`config.mk`:
```
export PLATFORM = sky130hd
export DESIGN_NAME = bypass_sel_gen
export DESIGN_NICKNAME = d
export VERILOG_FILES = /design/src/rtl/bypass_sel_gen.sv
export SDC_FILE = /design/constraint.sdc
export NUM_CORES = 1
export LEC_CHECK = 0
export CORE_MARGIN = 8
export CORE_UTILIZATION = 50
export DETAILED_ROUTE_END_ITERATION = 10
export GPL_TIMING_DRIVEN = 0
export PLACE_DENSITY = 0.76
export SYNTH_ARGS = -nofsm -noshare
export SYNTH_HDL_FRONTEND = slang
export SYNTH_SLANG_ARGS = --single-unit
```
`constraint.sdc`:
```
create_clock -name clk -period 3.55 [get_ports clk]
set_input_delay 0.5325 -clock clk [delete_from_list [all_inputs] [get_ports clk]]
set_output_delay 0.5325 -clock clk [all_outputs]
set_load 0.01 [all_outputs]
```
`src/rtl/bypass_sel_gen.sv`:
```
// bypass_sel_gen: per-operand forwarding-mux select and load-use hazard from EX/MEM destination tags (optional stats under BYPASS_STATS_EN)
module bypass_sel_gen #(
  parameter int REGW = 5
) (
  input  logic              clk,
  input  logic              reset,
  input  logic              stall,
  input  logic              flush,
  input  logic [3:0]        iss_wr,
  input  logic [3:0]        iss_ld,
  input  logic [4*REGW-1:0] iss_dst,
  input  logic [REGW-1:0]   src_reg,
  input  logic              src_rd,
  output logic [3:0]        sel,
  output logic              ld_hazard
`ifdef BYPASS_STATS_EN
  ,
  output logic [31:0]       fwd_cnt,
  output logic [31:0]       hz_cnt
`endif
);
  logic [3:0] ex_v, ex_ld, mem_v, ex_hit, mem_hit;
  logic [4*REGW-1:0] ex_dst, mem_dst;
  logic ld_win;
  always_ff @(posedge clk) begin
    if (reset) begin
      ex_v <= '0;
      ex_ld <= '0;
      mem_v <= '0;
      ex_dst <= '0;
      mem_dst <= '0;
    end else if (flush) begin
      ex_v <= '0;
      ex_ld <= '0;
      mem_v <= '0;
    end else if (!stall) begin
      ex_v <= iss_wr;
      ex_ld <= iss_ld;
      ex_dst <= iss_dst;
      mem_v <= ex_v;
      mem_dst <= ex_dst;
    end
  end
  for (genvar i = 0; i < 4; i++) begin : g_hit
    assign ex_hit[i] = (src_reg != '0) && ex_v[i] && (ex_dst[i*REGW +: REGW] == src_reg);
    assign mem_hit[i] = (src_reg != '0) && mem_v[i] && (mem_dst[i*REGW +: REGW] == src_reg);
  end
  // ascending scan lets younger lanes and the EX stage overwrite older winners
  always_comb begin
    sel = '0;
    ld_win = 1'b0;
    for (int j = 0; j < 4; j++) sel = mem_hit[j] ? 4'(5 + j) : sel;
    for (int j = 0; j < 4; j++) begin
      sel = ex_hit[j] ? 4'(1 + j) : sel;
      ld_win = ex_hit[j] ? ex_ld[j] : ld_win;
    end
  end
  assign ld_hazard = src_rd && ld_win;
`ifdef BYPASS_STATS_EN
  always_ff @(posedge clk) begin
    if (reset) begin
      fwd_cnt <= '0;
      hz_cnt <= '0;
    end else begin
      fwd_cnt <= fwd_cnt + 32'(src_rd && sel != '0 && !stall);
      hz_cnt <= hz_cnt + 32'(ld_hazard);
    end
  end
`endif
endmodule

```
==> metrics.md, run 1 <==
| Metric | Value |
|---|---|
| Status | `finished, final reports clean` |
| N_diodes | `0` |
| Via count | `2068` |
| DIE WIDTH | `86.0 um` |
| Most frequent cells in the layout | `84 x nand2_1, 52 x dfxtp_1, 41 x a21oi_1` |
| Worst setup path endpoint | `sel[2]` |
| Placed cell areas | `2890 um^2` |
| CTS Hold Buffers Added | `0` |
| DP HPWL | `4240 um` |
| Core Region | `4720 um^2` |
| Comb power frac | `13.5%` |
| Fin crit period | `3.31 ns` |
| Clock power frac | `28.5%` |
| Endpoints failing hold | `0` |
| Final instance area | `2960 um^2` |
| Period Utilization, post-route | `93.1%` |
| Placer Congestion | `0.818` |
| Detailed Route WL | `5470 um` |
| Initial antenna violation count | `0` |
| Max cap viols | `0` |
| Worst relative slew slack | `50.2%` |
| DRT Pass-1 Iters | `4` |
| RR Startpoint | `ex_dst[19]$_SDFFE_PP0P_` |
| WL/cell | `13.4 um` |
| Gates resized, CTS repair | `0` |
| Mapped cell area | `2450 um^2` |
| Via density per instance | `5.06` |
| HP Class | `reg2reg` |
| Max incr delay on CP | `0.66 ns` |
| Worst Max-Slew Pin Slew | `0.741 ns` |
| Setup crit start kind | `input port` |
| Share of the synthesized area in the top cell type | `42.5%` |
| Routed Antenna Nets | `0` |
| Num CTS Buffers | `5` |
| Worst r2r path cells | `2` |
| Setup crit end kind | `output pin` |
| Final-report setup violation count | `0` |
| CP arrival | `2.77 ns` |
| Worst Hold Margin | `0.472 ns` |
| Share of layout cells above drive strength 1 | `4.97%` |
| Die H | `86.0 um` |
| Clock Sinks | `52` |
| Fmax achieved | `303 MHz` |
| CP bufs+invs | `3` |
| Switching Share | `24.5%` |
| Flops & latches, synth | `52` |
| Mapped Cells | `301` |
| Initial Util | `51.8%` |
| Largest cells by area after synthesis | `dfxtp_1 43%, nand2_1 13%, xnor2_1 10%` |
| R2R Path End | `ex_dst[19]$_SDFFE_PP0P_` |
| Maximum fanout along the worst path | `10` |
| Count of cell types in the netlist | `29` |
| Leak | `1.03 nW` |
| Mapped Avg Cell Area | `8.13 um^2` |
| Htree depth | `2` |
| RSZ-0062 raised after global routing | `false` |
| CTS tree | `done` |
| Postcts setup bufs | `0` |
| Setup Skew | `0.00573 ns` |
| Power consumption | `1.06 mW` |
| CP cell instances | `buf_2 -> or4_4 -> nor2_4 -> buf_6 -> nor4_1 -> nor2_1 -> a41o_1 -> clkdlybuf4s50_1` |
| VDD IR max | `0.238 mV` |
| Required time worst endpoint | `3.02 ns` |
| I/O pin total | `43` |
| Row count | `25` |
| NetSw | `260 uW` |
| Clk root buf | `clkbuf_8` |
| Slew Viols, Final | `0` |
| Worst-skew pair later-pin latency | `0.30 ns` |
| Mapped Nets | `339` |
| Total congestion overflow | `0` |
| Final nets | `382` |
| IO buf count | `36` |
| Area grow syn2layout | `21.0%` |
| Pin count of the biggest net entering global routing | `14` |
| Ys Warns | `0` |
| Top delay family on crit path | `simple AND/OR/NAND/NOR gates` |
| Iter 0 DRT Violations | `109` |
| Yosys top cell by area | `dfxtp_1` |
| Seq pwr share | `58.0%` |
| Kind of critical path | `in2out` |
| Reg clk slew, reported paths | `0.08 ns` |
| Final worst slack | `0.245 ns` |
| Max Root-Sink Buffers | `2` |
| Total global-route track usage | `15.8%` |
| Commonest non-fill, non-tap cell in the layout | `nand2_1` |
| Register area share after synthesis | `42.5%` |
| Die area | `7390 um^2` |
| Final setup TNS | `0 ns` |
| Cell-internal power | `802 uW` |
| Setup WS pre-CTS | `0.281 ns` |
| Power per cell area | `359 nW/um^2` |
| Crit path from | `src_reg[2]` |
| Vias in the first global route | `2025` |
| FF-to-FF setup slack | `2.87 ns` |
| Stages on worst setup path | `8` |
| DR DRC count | `0` |
| Global-route wire length before repair | `9480 um` |
| Slowest cell on the critical path | `nor4_1` |
## worst reg2reg max path, delay by kind of cell (launching register included)
kind | cells | cell delay [ns]
AOI/OAI and AO/OA | 1 | 0.14
DFF | 1 | 0.40
and+or+nand+nor | 1 | 0.07
## Yosys cell counts
| cell | n |
|---|---|
| a211oi_1 | 1 |
| a21oi_1 | 41 |
| a41o_1 | 1 |
| and3_1 | 1 |
| buf_1 | 1 |
| buf_2 | 4 |
| buf_6 | 3 |
| clkbuf_1 | 15 |
| dfxtp_1 | 52 |
| inv_1 | 1 |
| mux2i_1 | 13 |
| nand2_1 | 84 |
| nand3b_1 | 1 |
| nand4_1 | 9 |
| nor2_1 | 15 |
| nor2_4 | 1 |
| nor3_1 | 2 |
| nor4_1 | 3 |
| nor4_2 | 1 |
| nor4b_1 | 1 |
| o211ai_1 | 1 |
| o221ai_1 | 1 |
| o41ai_1 | 1 |
| or2_2 | 2 |
| or3_1 | 3 |
| or4_1 | 2 |
| or4_4 | 1 |
| xnor2_1 | 28 |
| xor2_1 | 12 |
## through the flow
step	std cells	utilization, %
after CTS	409	62.7
after global placement	404	61.2
after detailed placement	404	61.2
final	409	62.7
after floorplan	301	-
after global routing	409	62.7
## layer usage
layer	global-route usage (%)	wire length [um]
met5	0	0
met4	6.05	84
met3	3.34	264
met2	24.8	2440
met1	20.6	2690
## power groups by stage
stage	Combinational, mW	Clock [mW]	Sequential (mW)
floorplan	0.0899	0	0.625
global placement	0.142	0	0.629
detailed placement	0.144	0	0.629
CTS	0.144	0.308	0.616
global route	0.158	0.328	0.619
finish	0.143	0.303	0.616
## worst min path at each step
stage	start	to	slack, ns	cells after the start
floorplan	mem_dst[0]$_SDFFE_PP0P_	mem_dst[0]$_SDFFE_PP0P_	0.45	2
global placement	mem_dst[1]$_SDFFE_PP0P_	mem_dst[1]$_SDFFE_PP0P_	0.45	2
detailed placement	mem_dst[15]$_SDFFE_PP0P_	mem_dst[15]$_SDFFE_PP0P_	0.46	2
CTS	mem_dst[13]$_SDFFE_PP0P_	mem_dst[13]$_SDFFE_PP0P_	0.47	2
global route	mem_dst[10]$_SDFFE_PP0P_	mem_dst[10]$_SDFFE_PP0P_	0.49	2
finish	mem_dst[17]$_SDFFE_PP0P_	mem_dst[17]$_SDFFE_PP0P_	0.47	2
## kinds of logic (layout without fill, tap and decap cells)
logic type | count (synthesis) | after routing | share of synthesized area [%]
xor+xnor | 40 | 40 | 14.3
buf+inv | 24 | 65 | 4.81
flops | 52 | 52 | 42.5
compound gates | 46 | 46 | 10.1
simple gates | 126 | 126 | 22.9
mux | 13 | 13 | 5.32
## layout make-up
cell class,count,area [um^2]
well taps,67,83.8
repair buffers,36,360
inverters,1,3.75
flip-flops and latches,52,1040
clock buffers,5,68.8
fillers,432,1760
plain buffers,23,114
multi-input cells,225,1290
## state kept, by name, summed over array words and instances, names as in the netlist
signal,flops
ex_dst,20
mem_dst,20
ex_ld,4
ex_v,4
mem_v,4
No activity file was read; power rests on OpenSTA's default activity.
==> run 2, diff against run 1 <==
--- a/config.mk
+++ b/config.mk
@@ -9,7 +9,7 @@
 export CORE_UTILIZATION = 50
 export DETAILED_ROUTE_END_ITERATION = 10
 export GPL_TIMING_DRIVEN = 0
-export PLACE_DENSITY = 0.76
+export PLACE_DENSITY = 0.84
 export SYNTH_ARGS = -nofsm -noshare
 export SYNTH_HDL_FRONTEND = slang
 export SYNTH_SLANG_ARGS = --single-unit
==> metrics.md, run 2 (synthesis gave the netlist of run 1 again) <==
| Metric | Value |
|---|---|
| CP cell instances | `buf_2 -> or4_4 -> nor2_4 -> buf_6 -> nor4_1 -> mux2i_1 -> o221ai_1 -> clkdlybuf4s50_1` |
| Slowest cell on the critical path | `nor4_1` |
| Final-report setup violation count | `0 (unchanged)` |
| Power per cell area | `374 nW/um^2 (+4.2%)` |
| Via count | `2151 (+4.0%)` |
| Period Utilization, post-route | `94.6% (+1.5 points)` |
| Layout fillers | `411 (-4.9%)` |
| CTS Hold Buffers Added | `0 (unchanged)` |
| RR Startpoint | `ex_dst[9]$_SDFFE_PP0P_` |
| Share of layout cells above drive strength 1 | `5.51% (+0.54 points)` |
| Required time worst endpoint | `3.02 ns (about the same)` |
| Placer Congestion | `0.798 (-2.4%)` |
| I/O pin total | `43 (unchanged)` |
| Iter 0 DRT Violations | `145 (+33%)` |
| Max cap viols | `0 (unchanged)` |
| Total congestion overflow | `0 (unchanged)` |
| Maximum fanout along the worst path | `10 (unchanged)` |
| Worst Max-Slew Pin Slew | `0.757 ns (+0.0165 ns)` |
| Slew Viols, Final | `0 (unchanged)` |
| Worst Hold Margin | `0.472 ns (-0.000341 ns)` |
| Vias in the first global route | `2186 (+8.0%)` |
| Final setup TNS | `0 ns (unchanged)` |
| RSZ-0062 raised after global routing | `false` |
| HP Class | `reg2reg` |
| Crit path from | `src_reg[3]` |
| Htree depth | `2 (unchanged)` |
| Leak | `1.04 nW (+0.82%)` |
| CP bufs+invs | `3 (unchanged)` |
| Worst-skew pair later-pin latency | `0.31 ns (about the same)` |
| Initial Util | `51.8% (unchanged)` |
| Die H | `86.0 um (unchanged)` |
| Max Root-Sink Buffers | `2 (unchanged)` |
| Fmax achieved | `298 MHz (-1.6%)` |
| Final worst slack | `0.193 ns (-0.0524 ns)` |
| Pin count of the biggest net entering global routing | `16 (+2)` |
| Die area | `7390 um^2 (unchanged)` |
| Most frequent cells in the layout | `84 x nand2_1, 52 x dfxtp_1, 41 x a21oi_1` |
| DR DRC count | `0 (unchanged)` |
| DIE WIDTH | `86.0 um (unchanged)` |
| WL/cell | `14.0 um (+4.9%)` |
| Via density per instance | `5.22 (+3.3%)` |
| Clock Sinks | `52 (unchanged)` |
| Postcts setup bufs | `0 (unchanged)` |
| Status | `finished, final reports clean` |
| Kind of critical path | `in2out` |
| Total global-route track usage | `16.4% (+0.55 points)` |
| Initial antenna violation count | `0 (unchanged)` |
| Reg clk slew, reported paths | `0.09 ns (about the same)` |
| Detailed Route WL | `5780 um (+5.6%)` |
| Power consumption | `1.12 mW (+5.1%)` |
| Fin crit period | `3.36 ns (+0.0524 ns)` |
| Clk root buf | `clkbuf_8` |
| Top delay family on crit path | `buffers and inverters` |
| Gates resized, CTS repair | `0 (unchanged)` |
| Core Region | `4720 um^2 (unchanged)` |
| Util after Layout | `63.2% (+0.53 points)` |
| Routed Antenna Nets | `0 (unchanged)` |
| Commonest non-fill, non-tap cell in the layout | `nand2_1` |
| VDD IR max | `0.185 mV (-22%)` |
| Setup crit end kind | `output pin` |
| Max incr delay on CP | `0.67 ns (about the same)` |
| DP HPWL | `4290 um (+1.2%)` |
| Endpoints failing hold | `0 (unchanged)` |
| Biggest regs | `ex_dst (20), mem_dst (20)` |
| DRT Pass-1 Iters | `4 (unchanged)` |
| CTS tree | `done` |
| Hold Crit Start | `mem_dst[11]$_SDFFE_PP0P_` |
| N_diodes | `0 (unchanged)` |
| CP arrival | `2.82 ns (+0.05 ns)` |
| Final nets | `382 (unchanged)` |
| Setup crit start kind | `input port` |
| Setup Skew | `0.00450 ns (-0.00123 ns)` |
| IO buf count | `36 (unchanged)` |
| Global-route wire length before repair | `9850 um (+3.9%)` |
| Worst relative slew slack | `49.1% (-1.1 points)` |
| Area grow syn2layout | `22.0%` |
| Setup WS pre-CTS | `0.265 ns (-0.0161 ns)` |
| Row count | `25 (unchanged)` |
| Num CTS Buffers | `5 (unchanged)` |
==> run 2: cell count changes in the layout (fill, tap and decap cells not counted) <==
cell | before | now
clkbuf_1 | 15 | 16
clkinvlp_4 | 0 | 1
clkbuf_8 | 5 | 6
==> run 2: worst paths after layout <==
kind	end	slack [ns]	cells past startpoint
setup / recovery	ld_hazard	0.19	8
hold / removal	mem_dst[11]$_SDFFE_PP0P_	0.47	2
setup reg to reg	mem_dst[9]$_SDFFE_PP0P_	2.85	2
hold reg to reg	mem_dst[11]$_SDFFE_PP0P_	0.47	2
==> run 2: per-layer routing <==
| layer | part of all wire (%) | track usage, % |
|---|---|---|
| met1 | 46 | 19.1 |
| met2 | 47 | 26.7 |
| met3 | 5.1 | 4.58 |
| met4 | 2.1 | 8.44 |
| met5 | 0 | 0 |
==> run 2: through the flow <==
stage | cell area (um^2) | cells
finish | 2990 | 412
global route | 2990 | 412
CTS | 2990 | 412
detailed placement | 2890 | 404
global placement | 2890 | 404
floorplan | 2450 | 301
==> run 2: where the power goes <==
part	leakage (nW)	total, mW	switching, mW	internal (mW)
clock network	0.0445	0.355	0.196	0.159
registers	0.423	0.616	0.0156	0.600
logic	0.576	0.145	0.0703	0.0745
total	1.04	1.12	0.282	0.834
==> run 2: worst min-delay path: cells and delay by family, from the launching register on <==
family           cells  cell delay (ns)
AO/OA/AOI/OAI        1             0.05
AND/OR/NAND/NOR      1             0.05
flip-flops           1             0.33
==> run 2: cell type report <==
class / count / area, um^2 / share of cell area (%)
multi-input cells: 225 / 1290 / 43.2
flip-flops and latches: 52 / 1040 / 34.9
repair buffers: 36 / 360 / 12.1
plain buffers: 23 / 114 / 3.81
clock buffers: 7 / 86.3 / 2.89
well taps: 67 / 83.8 / 2.81
clock inverters: 1 / 7.51 / 0.251
inverters: 1 / 3.75 / 0.126
